<file path="config.mk">
export PLATFORM = sky130hd
export DESIGN_NAME = fetch_ctrl
export DESIGN_NICKNAME = d
export VERILOG_FILES = /design/src/rtl/fetch_ctrl_pkg.sv /design/src/rtl/fetch_ctrl.sv
export SDC_FILE = /design/constraint.sdc
export NUM_CORES = 1
export LEC_CHECK = 0
export BUFFER_PORTS_ARGS = -buffer_cell sky130_fd_sc_hd__buf_2
export CELL_PAD_IN_SITES_DETAIL_PLACEMENT = 1
export CELL_PAD_IN_SITES_GLOBAL_PLACEMENT = 1
export CORE_MARGIN = 3
export CORE_UTILIZATION = 29
export CTS_CLUSTER_DIAMETER = 30
export DETAILED_ROUTE_END_ITERATION = 10
export GPL_TIMING_DRIVEN = 0
export PLACE_DENSITY = 0.86
export REMOVE_ABC_BUFFERS = 1
export SYNTH_ARGS = -nofsm -noshare
export SYNTH_HDL_FRONTEND = slang
export SYNTH_SLANG_ARGS = --single-unit
</file>
<file path="constraint.sdc">
create_clock -name CLK -period 2.95 [get_ports CLK]
set_clock_uncertainty 0.15 [all_clocks]
set_input_delay 0.59 -clock CLK [delete_from_list [all_inputs] [get_ports CLK]]
set_output_delay 0.59 -clock CLK [all_outputs]
set_load 0.05 [all_outputs]
</file>
<file path="src/rtl/fetch_ctrl_pkg.sv">
// Shared definitions for the instruction-fetch controller.
//   fetch_state_e : sequencing states of the fetch FSM (2-bit encoding)
//   PC_W          : width of program-counter and instruction-memory addresses
//   is_word_aligned() : true when an address is aligned to a 32-bit word
package fetch_ctrl_pkg;

    localparam int unsigned PC_W = 32;

    typedef enum logic [1:0] {
        FS_BOOT  = 2'd0,
        FS_FETCH = 2'd1,
        FS_FAULT = 2'd2
    } fetch_state_e;

    function automatic logic is_word_aligned(input logic [PC_W-1:0] addr);
        return (addr[1:0] == 2'b00);
    endfunction

endpackage

</file>
<file path="src/rtl/fetch_ctrl.sv">
// Instruction-fetch controller. Reads instruction memory at the current PC,
// captures the word into the IF/ID register and either advances the external
// program counter or redirects it on a taken branch. Decode back-pressures
// the fetch through STALL.
//
// Ports:
//   CLK, RST          clock and synchronous active-high reset
//   PC_OUT            current PC from the external program_counter
//   PC_IN, W_PC       next PC and its write enable (combinational)
//   IMEM_ADDR/REQ     instruction read address (= PC_OUT) and request
//   IMEM_ACK/DATA     read response; ignored while IMEM_REQ is low
//   BR_TAKEN/TARGET   redirect request from execute
//   STALL             decode cannot accept IR this cycle
//   IR, IR_PC         registered instruction and its PC
//   IR_VALID          IR holds a valid instruction
//   FAULT             sticky misaligned-branch fault
//   FETCH_CNT         instructions accepted into IR since reset (wraps)
module fetch_ctrl
    import fetch_ctrl_pkg::*;
#(
    parameter logic [31:0]  RESET_VECTOR = 32'h0000_0000,
    parameter int unsigned  PC_INC       = 4,
    parameter int unsigned  CNT_W        = 16
) (
    input  logic             CLK,
    input  logic             RST,
    input  logic [31:0]      PC_OUT,
    output logic [31:0]      PC_IN,
    output logic             W_PC,
    output logic [31:0]      IMEM_ADDR,
    output logic             IMEM_REQ,
    input  logic             IMEM_ACK,
    input  logic [31:0]      IMEM_DATA,
    input  logic             BR_TAKEN,
    input  logic [31:0]      BR_TARGET,
    input  logic             STALL,
    output logic [31:0]      IR,
    output logic [31:0]      IR_PC,
    output logic             IR_VALID,
    output logic             FAULT,
    output logic [CNT_W-1:0] FETCH_CNT
);

    fetch_state_e     state_q, state_d;

    logic [31:0]      ir_q, ir_d;
    logic [31:0]      ir_pc_q, ir_pc_d;
    logic             ir_valid_q, ir_valid_d;
    logic             fault_q, fault_d;
    logic [CNT_W-1:0] cnt_q, cnt_d;

    logic             slot_free;
    logic             br_aligned;
    logic             accept;
    logic             imem_req;

    assign IMEM_ADDR = PC_OUT;
    assign IMEM_REQ  = imem_req;
    assign IR        = ir_q;
    assign IR_PC     = ir_pc_q;
    assign IR_VALID  = ir_valid_q;
    assign FAULT     = fault_q;
    assign FETCH_CNT = cnt_q;

    always_comb begin
        slot_free  = !ir_valid_q || !STALL;
        br_aligned = is_word_aligned(BR_TARGET);
    end

    // ---------------- FSM: state register ----------------
    always_ff @(posedge CLK) begin
        if (RST) begin
            state_q <= FS_BOOT;
        end else begin
            state_q <= state_d;
        end
    end

    // ---------------- FSM: next state ----------------
    always_comb begin
        state_d = state_q;
        case (state_q)
            FS_BOOT:  state_d = FS_FETCH;
            FS_FETCH: begin
                if (BR_TAKEN && !br_aligned) begin
                    state_d = FS_FAULT;
                end
            end
            FS_FAULT: state_d = FS_FAULT;
            default:  state_d = FS_BOOT;
        endcase
    end

    // ---------------- FSM: outputs ----------------
    // Reset forces the PC write and read request low even though state_q
    // already reads BOOT after the first reset edge.
    always_comb begin
        W_PC     = 1'b0;
        PC_IN    = '0;
        imem_req = 1'b0;
        accept   = 1'b0;
        if (!RST) begin
            case (state_q)
                FS_BOOT: begin
                    W_PC  = 1'b1;
                    PC_IN = RESET_VECTOR;
                end
                FS_FETCH: begin
                    imem_req = slot_free && !BR_TAKEN;
                    if (BR_TAKEN) begin
                        if (br_aligned) begin
                            W_PC  = 1'b1;
                            PC_IN = BR_TARGET;
                        end
                    end else if (imem_req && IMEM_ACK) begin
                        accept = 1'b1;
                        W_PC   = 1'b1;
                        PC_IN  = PC_OUT + 32'(PC_INC);
                    end
                end
                default: ;
            endcase
        end
    end

    // ---------------- IF/ID register, fault flag and counter ----------------
    always_comb begin
        ir_d       = ir_q;
        ir_pc_d    = ir_pc_q;
        ir_valid_d = ir_valid_q;
        fault_d    = fault_q;
        cnt_d      = cnt_q;
        case (state_q)
            FS_FETCH: begin
                if (BR_TAKEN) begin
                    // Flush regardless of STALL; a same-cycle ACK is dropped.
                    ir_valid_d = 1'b0;
                    if (!br_aligned) begin
                        fault_d = 1'b1;
                    end
                end else if (accept) begin
                    ir_d       = IMEM_DATA;
                    ir_pc_d    = PC_OUT;
                    ir_valid_d = 1'b1;
                    cnt_d      = cnt_q + CNT_W'(1);
                end else if (ir_valid_q && !STALL) begin
                    ir_valid_d = 1'b0;
                end
            end
            FS_FAULT: begin
                ir_valid_d = 1'b0;
                fault_d    = 1'b1;
            end
            default: ;
        endcase
    end

    always_ff @(posedge CLK) begin
        if (RST) begin
            ir_q       <= '0;
            ir_pc_q    <= '0;
            ir_valid_q <= 1'b0;
            fault_q    <= 1'b0;
            cnt_q      <= '0;
        end else begin
            ir_q       <= ir_d;
            ir_pc_q    <= ir_pc_d;
            ir_valid_q <= ir_valid_d;
            fault_q    <= fault_d;
            cnt_q      <= cnt_d;
        end
    end

endmodule

</file>
After elaboration in Yosys (flattened, before gate mapping)
Index checks and enable logic that the tools add are counted.
- logic and storage cells: 54
- output and inout port bits: 148
- input bits: 101
- flip-flop bits (word level): 84
- add/sub/neg operators: 2
- multiplexer cells: 24
- bitwise gates (word level): 1
- eq/ne operators: 6
- reduce and logical (&&, ||, !) cells: 15
- operators by type and width (cell ; count):
    two-way mux 32 bit ; 5
    adder 32 x 3 -> 32 bit, second input constant ; 1
    adder 16 x 1 -> 16 bit, second input constant ; 1
    two-way mux 1 bit ; 14
    inequality test 2 bit, second input constant ; 3
    one-hot mux 1 bit (2 select lines) ; 3
    one-hot mux 2 bit (3 select lines) ; 1
    AND reduction 3 bit ; 2
    logical AND 1 bit ; 4
    zero test 1 bit ; 4
    zero test 2 bit ; 2
    inequality test 4 bit, second input constant ; 1
    == test 2 x 1 -> 1 bit, second input constant ; 1
    == test 2 bit, second input constant ; 1
    two-way mux 2 bit ; 1
    AND reduction 2 bit ; 1
    nonzero test 2 bit ; 1
    logical OR 1 bit ; 1
    NOT 1 bit ; 1

Depth between registers and ports, before layout
Gate-level depths: netlist of run 1.
- depth after elaboration: 11
- mapped depth: 9
- gate-level depth less buffers: 7

Least setup slack after synthesis of run 1
Ideal clock, no wire load.
- kind: input -> output
- from: input PC_OUT[2]
- to: output PC_IN[30]
- cell stages on the path: 6
- slack: -0.461 ns
- data required time: 2.210 ns
- arrival time: 2.671 ns
- path buffers: 0
- cells stage by stage: ha_1 nand3_1 nor3_2 nand4_1 xor2_1 o21ai_0
- cells in the longest elaborated chain, start to end: 5
- RTL lines (what ; RTL line ; text):
    from (decl) ; fetch_ctrl.sv:27 ; input logic [31:0] PC_OUT,
    adder 32 x 3 -> 32 bit ; fetch_ctrl.sv:118 ; PC_IN = PC_OUT + 32'(PC_INC);
    two-way mux 32 bit ; fetch_ctrl.sv:115 ; end else if (imem_req && IMEM_ACK) begin
    two-way mux 32 bit ; fetch_ctrl.sv:110 ; if (BR_TAKEN) begin
    two-way mux 32 bit ; fetch_ctrl.sv:103 ; case (state_q)
    two-way mux 32 bit ; fetch_ctrl.sv:102 ; if (!RST) begin
    to (decl) ; fetch_ctrl.sv:28 ; output logic [31:0] PC_IN,
Every way passes these cells.

Final worst setup path of run 1
- from: input PC_OUT[15]
- to: output PC_IN[31]
Same word-level chain as after synthesis.

==> impl_metrics.xml, run 1 <==
<?xml version="1.0" encoding="UTF-8"?>
<metrics>
  <group name="floorplan">
    <metric name="core_region_area" unit="mm2">0.0140</metric>
    <metric name="die_width" unit="um">127</metric>
    <metric name="die_area" unit="mm2">0.0160</metric>
    <metric name="placement_rows" unit="">43</metric>
    <metric name="floorplan.initialDensity" unit="%">30.0</metric>
    <metric name="ios" unit="">249</metric>
    <metric name="floorplan.die.height" unit="um">127</metric>
  </group>
  <group name="worst_setup_path">
    <metric name="worstReg2RegStart" unit="">state_q[1]</metric>
    <metric name="crit_type" unit="">input port to output port</metric>
    <metric name="worstPathMaxFanout" unit="">6</metric>
    <metric name="worst_ep_required_time" unit="ns">2.21</metric>
    <metric name="critical_path.endpoint_type" unit="">output port</metric>
    <metric name="worst_setup_path_start_kind" unit="">input port</metric>
    <metric name="worst-endpoint-arrival" unit="ns">2.17</metric>
    <metric name="startpoint" unit="">PC_OUT[15]</metric>
  </group>
  <group name="drt">
    <metric name="drt_first_pass_iters" unit="">4</metric>
    <metric name="wl_per_cell" unit="um">16.6</metric>
    <metric name="vias" unit="">4707</metric>
    <metric name="remaining_drc_errors" unit="">0</metric>
    <metric name="dr_wl_met3" unit="um">1110</metric>
    <metric name="drt.antenna.violating_nets" unit="">0</metric>
    <metric name="highest_layer" unit="">met4</metric>
    <metric name="detail_route.wirelength.met1" unit="um">6500</metric>
    <metric name="drt_iter0_markers" unit="">83</metric>
    <metric name="drt-vias-per-instance" unit="">4.83</metric>
    <metric name="route.met2.wl" unit="um">8310</metric>
    <metric name="route.final.wire_length" unit="um">16200</metric>
  </group>
  <group name="grt">
    <metric name="grt_first_pass_wirelength" unit="um">24300</metric>
    <metric name="overflow" unit="">0</metric>
    <metric name="total_routing_resource_utilization_after_global_routing" unit="%">18.7</metric>
    <metric name="first_global_vias" unit="">4714</metric>
    <metric name="grt_start_max_net_pins" unit="">88</metric>
    <metric name="initial_antenna_violation_count" unit="">0</metric>
  </group>
  <group name="timing">
    <metric name="slew_margin_rel" unit="%">61.9</metric>
    <metric name="share_of_the_clock_period_used_by_the_worst_path" unit="%">98.5</metric>
    <metric name="finalCriticalPeriod" unit="ns">2.91</metric>
    <metric name="report.final.slew_viol_count" unit="">0</metric>
    <metric name="worst_slew_pin_slew" unit="ns">0.572</metric>
    <metric name="fmax" unit="MHz">344</metric>
    <metric name="grt_setup_unrepaired" unit="">true</metric>
    <metric name="setup_viol" unit="">0</metric>
    <metric name="timing.final.hold_violations" unit="">0</metric>
  </group>
  <group name="finish">
    <metric name="final_core_utilization" unit="%">43.5</metric>
    <metric name="n_antenna_cell" unit="">0</metric>
    <metric name="area_delta_synth_final" unit="%">45.0</metric>
    <metric name="fillerInstances" unit="">1821</metric>
    <metric name="fraction_of_layout_instances_using_a_drive_strength_above_1" unit="%">38.8</metric>
    <metric name="final_nets" unit="">897</metric>
  </group>
  <group name="min_path">
    <metric name="worst_min_delay_path_startpoint" unit="">IR[16]</metric>
    <metric name="worstHoldPathType" unit="">flip-flop to flip-flop</metric>
  </group>
  <group name="pwr">
    <metric name="irDropWorstVdd" unit="uV">245</metric>
    <metric name="total_leakage_power" unit="uW">0.00274</metric>
    <metric name="power.density_cell_area" unit="mW/mm2">540</metric>
    <metric name="report.power.total" unit="uW">3300</metric>
  </group>
  <group name="clock_network">
    <metric name="clock_tree.root_cell" unit="">sky130_fd_sc_hd__clkbuf_16</metric>
    <metric name="cts_tree" unit="">built</metric>
    <metric name="clk_transition_reported_paths" unit="ns">0.06</metric>
    <metric name="maximum_clock_path_buffer_count" unit="">2</metric>
    <metric name="cts_sinks" unit="">84</metric>
    <metric name="worst_skew_pair.late_latency" unit="ns">0.33</metric>
    <metric name="tritoncts.num_buffers" unit="">9</metric>
    <metric name="cts.htree.levels" unit="">3</metric>
  </group>
  <group name="placed_design">
    <metric name="place.gp.congestion" unit="">0.724</metric>
    <metric name="numPortBuffers" unit="">248</metric>
    <metric name="post-dp-hpwl" unit="um">10600</metric>
  </group>
  <group name="logic_synthesis">
    <metric name="netlist-cell-type-count" unit="">32</metric>
    <metric name="syn-mean-instance-area" unit="um2">7.41</metric>
    <metric name="post_synth_instance_area" unit="mm2">0.00422</metric>
    <metric name="synth_warnings" unit="">0</metric>
    <metric name="ys_seq_elements" unit="">84</metric>
    <metric name="post_synth_inst_count" unit="">569</metric>
    <metric name="synth_sequential_area_ratio" unit="%">39.9</metric>
  </group>
  <group name="flow_run">
    <metric name="maxCapViolCount" unit="">0</metric>
  </group>
  <group name="status">
    <metric name="outcome" unit="">complete, no violations</metric>
  </group>
</metrics>
-- per-layer routing --
metal / vias up / GRT usage [%]
met5: - / 0
met1: 2229 / 21.8
met2: 160 / 33.8
met3: 19 / 4.38
li1: 2299 / -
met4: 0 / 5.55
-- critical path: stages --
cell and delay (ns):
sky130_fd_sc_hd__buf_2 0.15, sky130_fd_sc_hd__and4_4 0.24, sky130_fd_sc_hd__and4_4 0.29, sky130_fd_sc_hd__nand4_4 0.13, sky130_fd_sc_hd__or4_4 0.52, sky130_fd_sc_hd__nand3_4 0.09
sky130_fd_sc_hd__buf_8 0.15
-- stage by stage --
stage | hold WS (ns) | worst slack, ns | area (um2) | TNS (ns) | cells
after floorplan | 0.305 | -1.45 | 3850 | -42.72 | 505
after global placement | 0.289 | -3.70 | 5320 | -246.92 | 933
after detailed placement | 0.294 | -0.771 | 5390 | -18.61 | 937
after CTS | 0.302 | 0.00224 | 5930 | 0 | 967
after global routing | 0.315 | -0.0153 | 6110 | -0.0244 | 974
final | 0.300 | 0.0448 | 6110 | 0 | 974
-- where the power goes --
part / switching (uW) / leakage [uW] / internal, uW
clock: 458 / 0.000136 / 652
sequential: 32.9 / 0.000679 / 1190
combinational: 681 / 0.00193 / 289
total: 1170 / 0.00274 / 2130
-- worst paths after layout --
check | end | slack, ns | depth (start not counted)
min | IR[16] | 0.30 | 2
min reg2reg | IR[16] | 0.30 | 2
max reg2reg | FETCH_CNT[15] | 0.52 | 11
max | PC_IN[31] | 0.04 | 7
-- synthesized netlist by cell type (all sizes together) --
cell    number  area (um2)
nand2      173         649
dfxtp       84        1680
a21oi       70         350
buf         35         255
o21ai       30         150
clkbuf      29         109
nor2        23        86.3
xor2        23         201
nand3       21         105
xnor2       17         149
nand4       13         103
nor3        10        66.3
inv          8        30.0
and4         6        52.6
ha           6        75.1
and3         4        26.3
nor4         4        25.0
a21boi       2        15.0
a22o         2        17.5
and2         2        12.5
or3          2        12.5
a32oi        1        8.76
nand3b       1        7.51
nor3b        1        12.5
o21bai       1        7.51
or4          1        7.51
-- final cells by class --
| type | instances | area (um2) | area share, % |
|---|---|---|---|
| inverters | 8 | 30.0 | 0.491 |
| clock buffers | 11 | 233 | 3.81 |
| multi-input cells | 416 | 2300 | 37.6 |
| well taps | 180 | 225 | 3.68 |
| flip-flops and latches | 84 | 1680 | 27.5 |
| repair buffers | 271 | 1590 | 26.0 |
| clock inverters | 4 | 51.3 | 0.839 |
-- placed cells by master (no fill, tap or decap), types with 4 or more instances in the layout --
cell                        instances
sky130_fd_sc_hd__nor2_1            22
sky130_fd_sc_hd__buf_2            219
sky130_fd_sc_hd__a21oi_1           70
sky130_fd_sc_hd__nor3_1             8
sky130_fd_sc_hd__clkbuf_16         11
sky130_fd_sc_hd__nand4_1           11
sky130_fd_sc_hd__xor2_1            23
sky130_fd_sc_hd__inv_1              7
sky130_fd_sc_hd__o21ai_1            4
sky130_fd_sc_hd__dfxtp_1           83
sky130_fd_sc_hd__ha_1               4
sky130_fd_sc_hd__clkbuf_4          11
sky130_fd_sc_hd__nand2_1          172
sky130_fd_sc_hd__o21ai_0           26
sky130_fd_sc_hd__buf_6              4
sky130_fd_sc_hd__xnor2_1           17
sky130_fd_sc_hd__nand3_1           19
sky130_fd_sc_hd__buf_4             30
-- sequential cells by signal (all words and copies together) (netlist names) --
name and count:
IR 32, IR_PC 32, FETCH_CNT 16, state_q 2
FAULT 1, IR_VALID 1
-- kinds of logic after synthesis --
| family | Yosys count | share of synthesized area, % |
|---|---|---|
| compound gates | 106 | 13.0 |
| xor+xnor | 40 | 8.31 |
| fa+ha+maj | 6 | 1.78 |
| buf+inv | 72 | 9.35 |
| flops | 84 | 39.9 |
| simple gates | 261 | 27.7 |
-- repair_timing --
item	4_1_cts	5_1_grt
endpoints found under the setup margin	32	21
pin swaps	5	8
cloned	3	2
resized for setup	31	45
buffers inserted	12	5
hold buffers	0	0
No activity file was read; power rests on OpenSTA's default activity.
==> run 2: changes to the inputs <==
CORE_MARGIN = not set   (was 3)
==> impl_metrics.xml, run 2 (same netlist as run 1, synthesis figures left out) <==
<?xml version="1.0" encoding="UTF-8"?>
<metrics>
  <group name="clock_network">
    <metric name="clk_transition_reported_paths" unit="ns">0.06</metric>
    <metric name="cts.htree.levels" unit="">3</metric>
    <metric name="cts_hold_buf" unit="">0</metric>
    <metric name="tritoncts.num_buffers" unit="">9</metric>
    <metric name="cts_tree" unit="">built</metric>
    <metric name="clock_tree.root_cell" unit="">sky130_fd_sc_hd__clkbuf_16</metric>
    <metric name="cts_sinks" unit="">84</metric>
    <metric name="maximum_clock_path_buffer_count" unit="">2</metric>
    <metric name="worst_skew_pair.late_latency" unit="ns">0.34</metric>
  </group>
  <group name="placed_design">
    <metric name="placed_cell_count" unit="">938</metric>
    <metric name="place_area" unit="mm2">0.00540</metric>
    <metric name="place.gp.congestion" unit="">0.764</metric>
    <metric name="post-dp-hpwl" unit="um">10300</metric>
    <metric name="numPortBuffers" unit="">248</metric>
  </group>
  <group name="min_path">
    <metric name="worstHoldPathType" unit="">flip-flop to flip-flop</metric>
  </group>
  <group name="worst_setup_path">
    <metric name="crit_type" unit="">input port to output port</metric>
    <metric name="critical_path.endpoint_type" unit="">output port</metric>
    <metric name="worst-endpoint-arrival" unit="ns">2.18</metric>
    <metric name="worst_setup_path_start_kind" unit="">input port</metric>
    <metric name="worstPathMaxFanout" unit="">9</metric>
    <metric name="worst_ep_required_time" unit="ns">2.21</metric>
  </group>
  <group name="timing">
    <metric name="fmax" unit="MHz">342</metric>
    <metric name="fin_worst_hold_slack" unit="ns">0.304</metric>
    <metric name="finalCriticalPeriod" unit="ns">2.92</metric>
    <metric name="setup_viol" unit="">0</metric>
    <metric name="slew_margin_rel" unit="%">71.7</metric>
    <metric name="timing.final.hold_violations" unit="">0</metric>
    <metric name="share_of_the_clock_period_used_by_the_worst_path" unit="%">99.0</metric>
    <metric name="report.final.slew_viol_count" unit="">0</metric>
    <metric name="worst_slew_pin_slew" unit="ns">0.420</metric>
  </group>
  <group name="finish">
    <metric name="final_common_cell" unit="">sky130_fd_sc_hd__buf_2</metric>
    <metric name="final_design_area_no_fill" unit="mm2">0.00637</metric>
    <metric name="fillerInstances" unit="">1819</metric>
    <metric name="instances_no_fill" unit="">992</metric>
    <metric name="n_antenna_cell" unit="">0</metric>
    <metric name="final_nets" unit="">914</metric>
    <metric name="final_cell_mix" unit="">223 x sky130_fd_sc_hd__buf_2, 172 x sky130_fd_sc_hd__nand2_1, 82 x sky130_fd_sc_hd__dfxtp_1, 70 x sky130_fd_sc_hd__a21oi_1, 36 x sky130_fd_sc_hd__buf_4</metric>
    <metric name="fraction_of_layout_instances_using_a_drive_strength_above_1" unit="%">40.5</metric>
    <metric name="area_delta_synth_final" unit="%">51.1</metric>
  </group>
  <group name="grt">
    <metric name="initial_antenna_violation_count" unit="">0</metric>
    <metric name="first_global_vias" unit="">4723</metric>
    <metric name="overflow" unit="">0</metric>
    <metric name="total_routing_resource_utilization_after_global_routing" unit="%">21.6</metric>
    <metric name="grt_start_max_net_pins" unit="">88</metric>
    <metric name="grt_first_pass_wirelength" unit="um">24900</metric>
  </group>
  <group name="floorplan">
    <metric name="ios" unit="">249</metric>
    <metric name="floorplan.initialDensity" unit="%">30.0</metric>
    <metric name="placement_rows" unit="">43</metric>
    <metric name="core_region_area" unit="mm2">0.0140</metric>
    <metric name="floorplan.die.height" unit="um">123</metric>
    <metric name="die_area" unit="mm2">0.0150</metric>
    <metric name="die_width" unit="um">123</metric>
  </group>
  <group name="status">
    <metric name="outcome" unit="">complete, no violations</metric>
  </group>
  <group name="drt">
    <metric name="drt_first_pass_iters" unit="">4</metric>
    <metric name="drt.antenna.violating_nets" unit="">0</metric>
    <metric name="route.final.wire_length" unit="um">16700</metric>
    <metric name="drt_iter0_markers" unit="">187</metric>
    <metric name="remaining_drc_errors" unit="">0</metric>
    <metric name="drt-vias-per-instance" unit="">4.86</metric>
    <metric name="wl_per_cell" unit="um">16.8</metric>
    <metric name="vias" unit="">4825</metric>
  </group>
  <group name="pwr">
    <metric name="power.density_cell_area" unit="mW/mm2">551</metric>
    <metric name="irDropWorstVdd" unit="uV">305</metric>
    <metric name="total_leakage_power" unit="uW">0.00292</metric>
  </group>
  <group name="flow_run">
    <metric name="maxCapViolCount" unit="">0</metric>
  </group>
</metrics>
==> run 2: cell types whose count changed in the layout (fill, tap and decap cells not counted), sizes merged <==
cell	previous run	this run
clkbuf	24	22
clkinv	2	4
bufinv	1	2
clkinvlp	1	0
buf	258	273
bufbuf	0	3
==> run 2: final timing paths <==
kind | from | to | slack (ns) | depth (start not counted)
setup reg to reg | state_q[1] | FETCH_CNT[15] | 0.84 | 8
setup / recovery | PC_OUT[4] | PC_IN[31] | 0.03 | 7
hold reg to reg | IR[17] | IR[17] | 0.30 | 2
hold / removal | IR[17] | IR[17] | 0.30 | 2
==> run 2: power by group <==
part	leakage, uW	internal, uW	switching [uW]
combinational	0.00207	336	700
sequential	0.000679	1190	35.6
clock	0.000162	765	484
total	0.00292	2290	1220
==> run 2: repair_timing <==
item | in CTS | in global routing
pin swaps | 6 | 12
setup buffers | 22 | 10
setup endpoints to repair | 32 | 21
resized for setup | 31 | 43
gates cloned | 6 | 1
==> run 2: final cells by class <==
type	instances	area [um2]	share of cell area (%)
Multi-Input combinational cell	416	2300	36.0
Timing Repair Buffer	288	1810	28.4
Sequential cell	84	1680	26.4
Clock buffer	10	239	3.75
Tap cell	180	225	3.54
Clock inverter	6	87.6	1.37
Inverter	8	30.0	0.471
==> run 2: worst max-delay path: stages <==
cell,delay (ns)
sky130_fd_sc_hd__clkbuf_4,0.20
sky130_fd_sc_hd__nand3_4,0.14
sky130_fd_sc_hd__nor3_4,0.33
sky130_fd_sc_hd__nand4_4,0.15
sky130_fd_sc_hd__or4_4,0.51
sky130_fd_sc_hd__nand3_2,0.10
sky130_fd_sc_hd__buf_8,0.14
==> run 2: per-stage QoR <==
step | setup WS [ns] | util (%) | power, uW | TNS [ns]
after floorplan | -1.45 | - | 1720 | -42.72
after global placement | -4.06 | 37.9 | 2070 | -254.98
after detailed placement | -0.893 | 38.4 | 2100 | -16.72
after CTS | -0.0270 | 43.9 | 3510 | -0.0270
after global routing | -0.0436 | 45.4 | 3670 | -0.0859
final | 0.0294 | 45.4 | 3510 | 0
==> run 2: layer usage <==
| metal | global-route usage [%] | part of all wire [%] | up-vias |
|---|---|---|---|
| met4 | 8.46 | 2.0 | 0 |
| met1 | 24.3 | 40 | 2292 |
| met3 | 4.32 | 5.9 | 26 |
| li1 | - | - | 2335 |
| met2 | 39.6 | 52 | 172 |
| met5 | 0 | 0 | - |
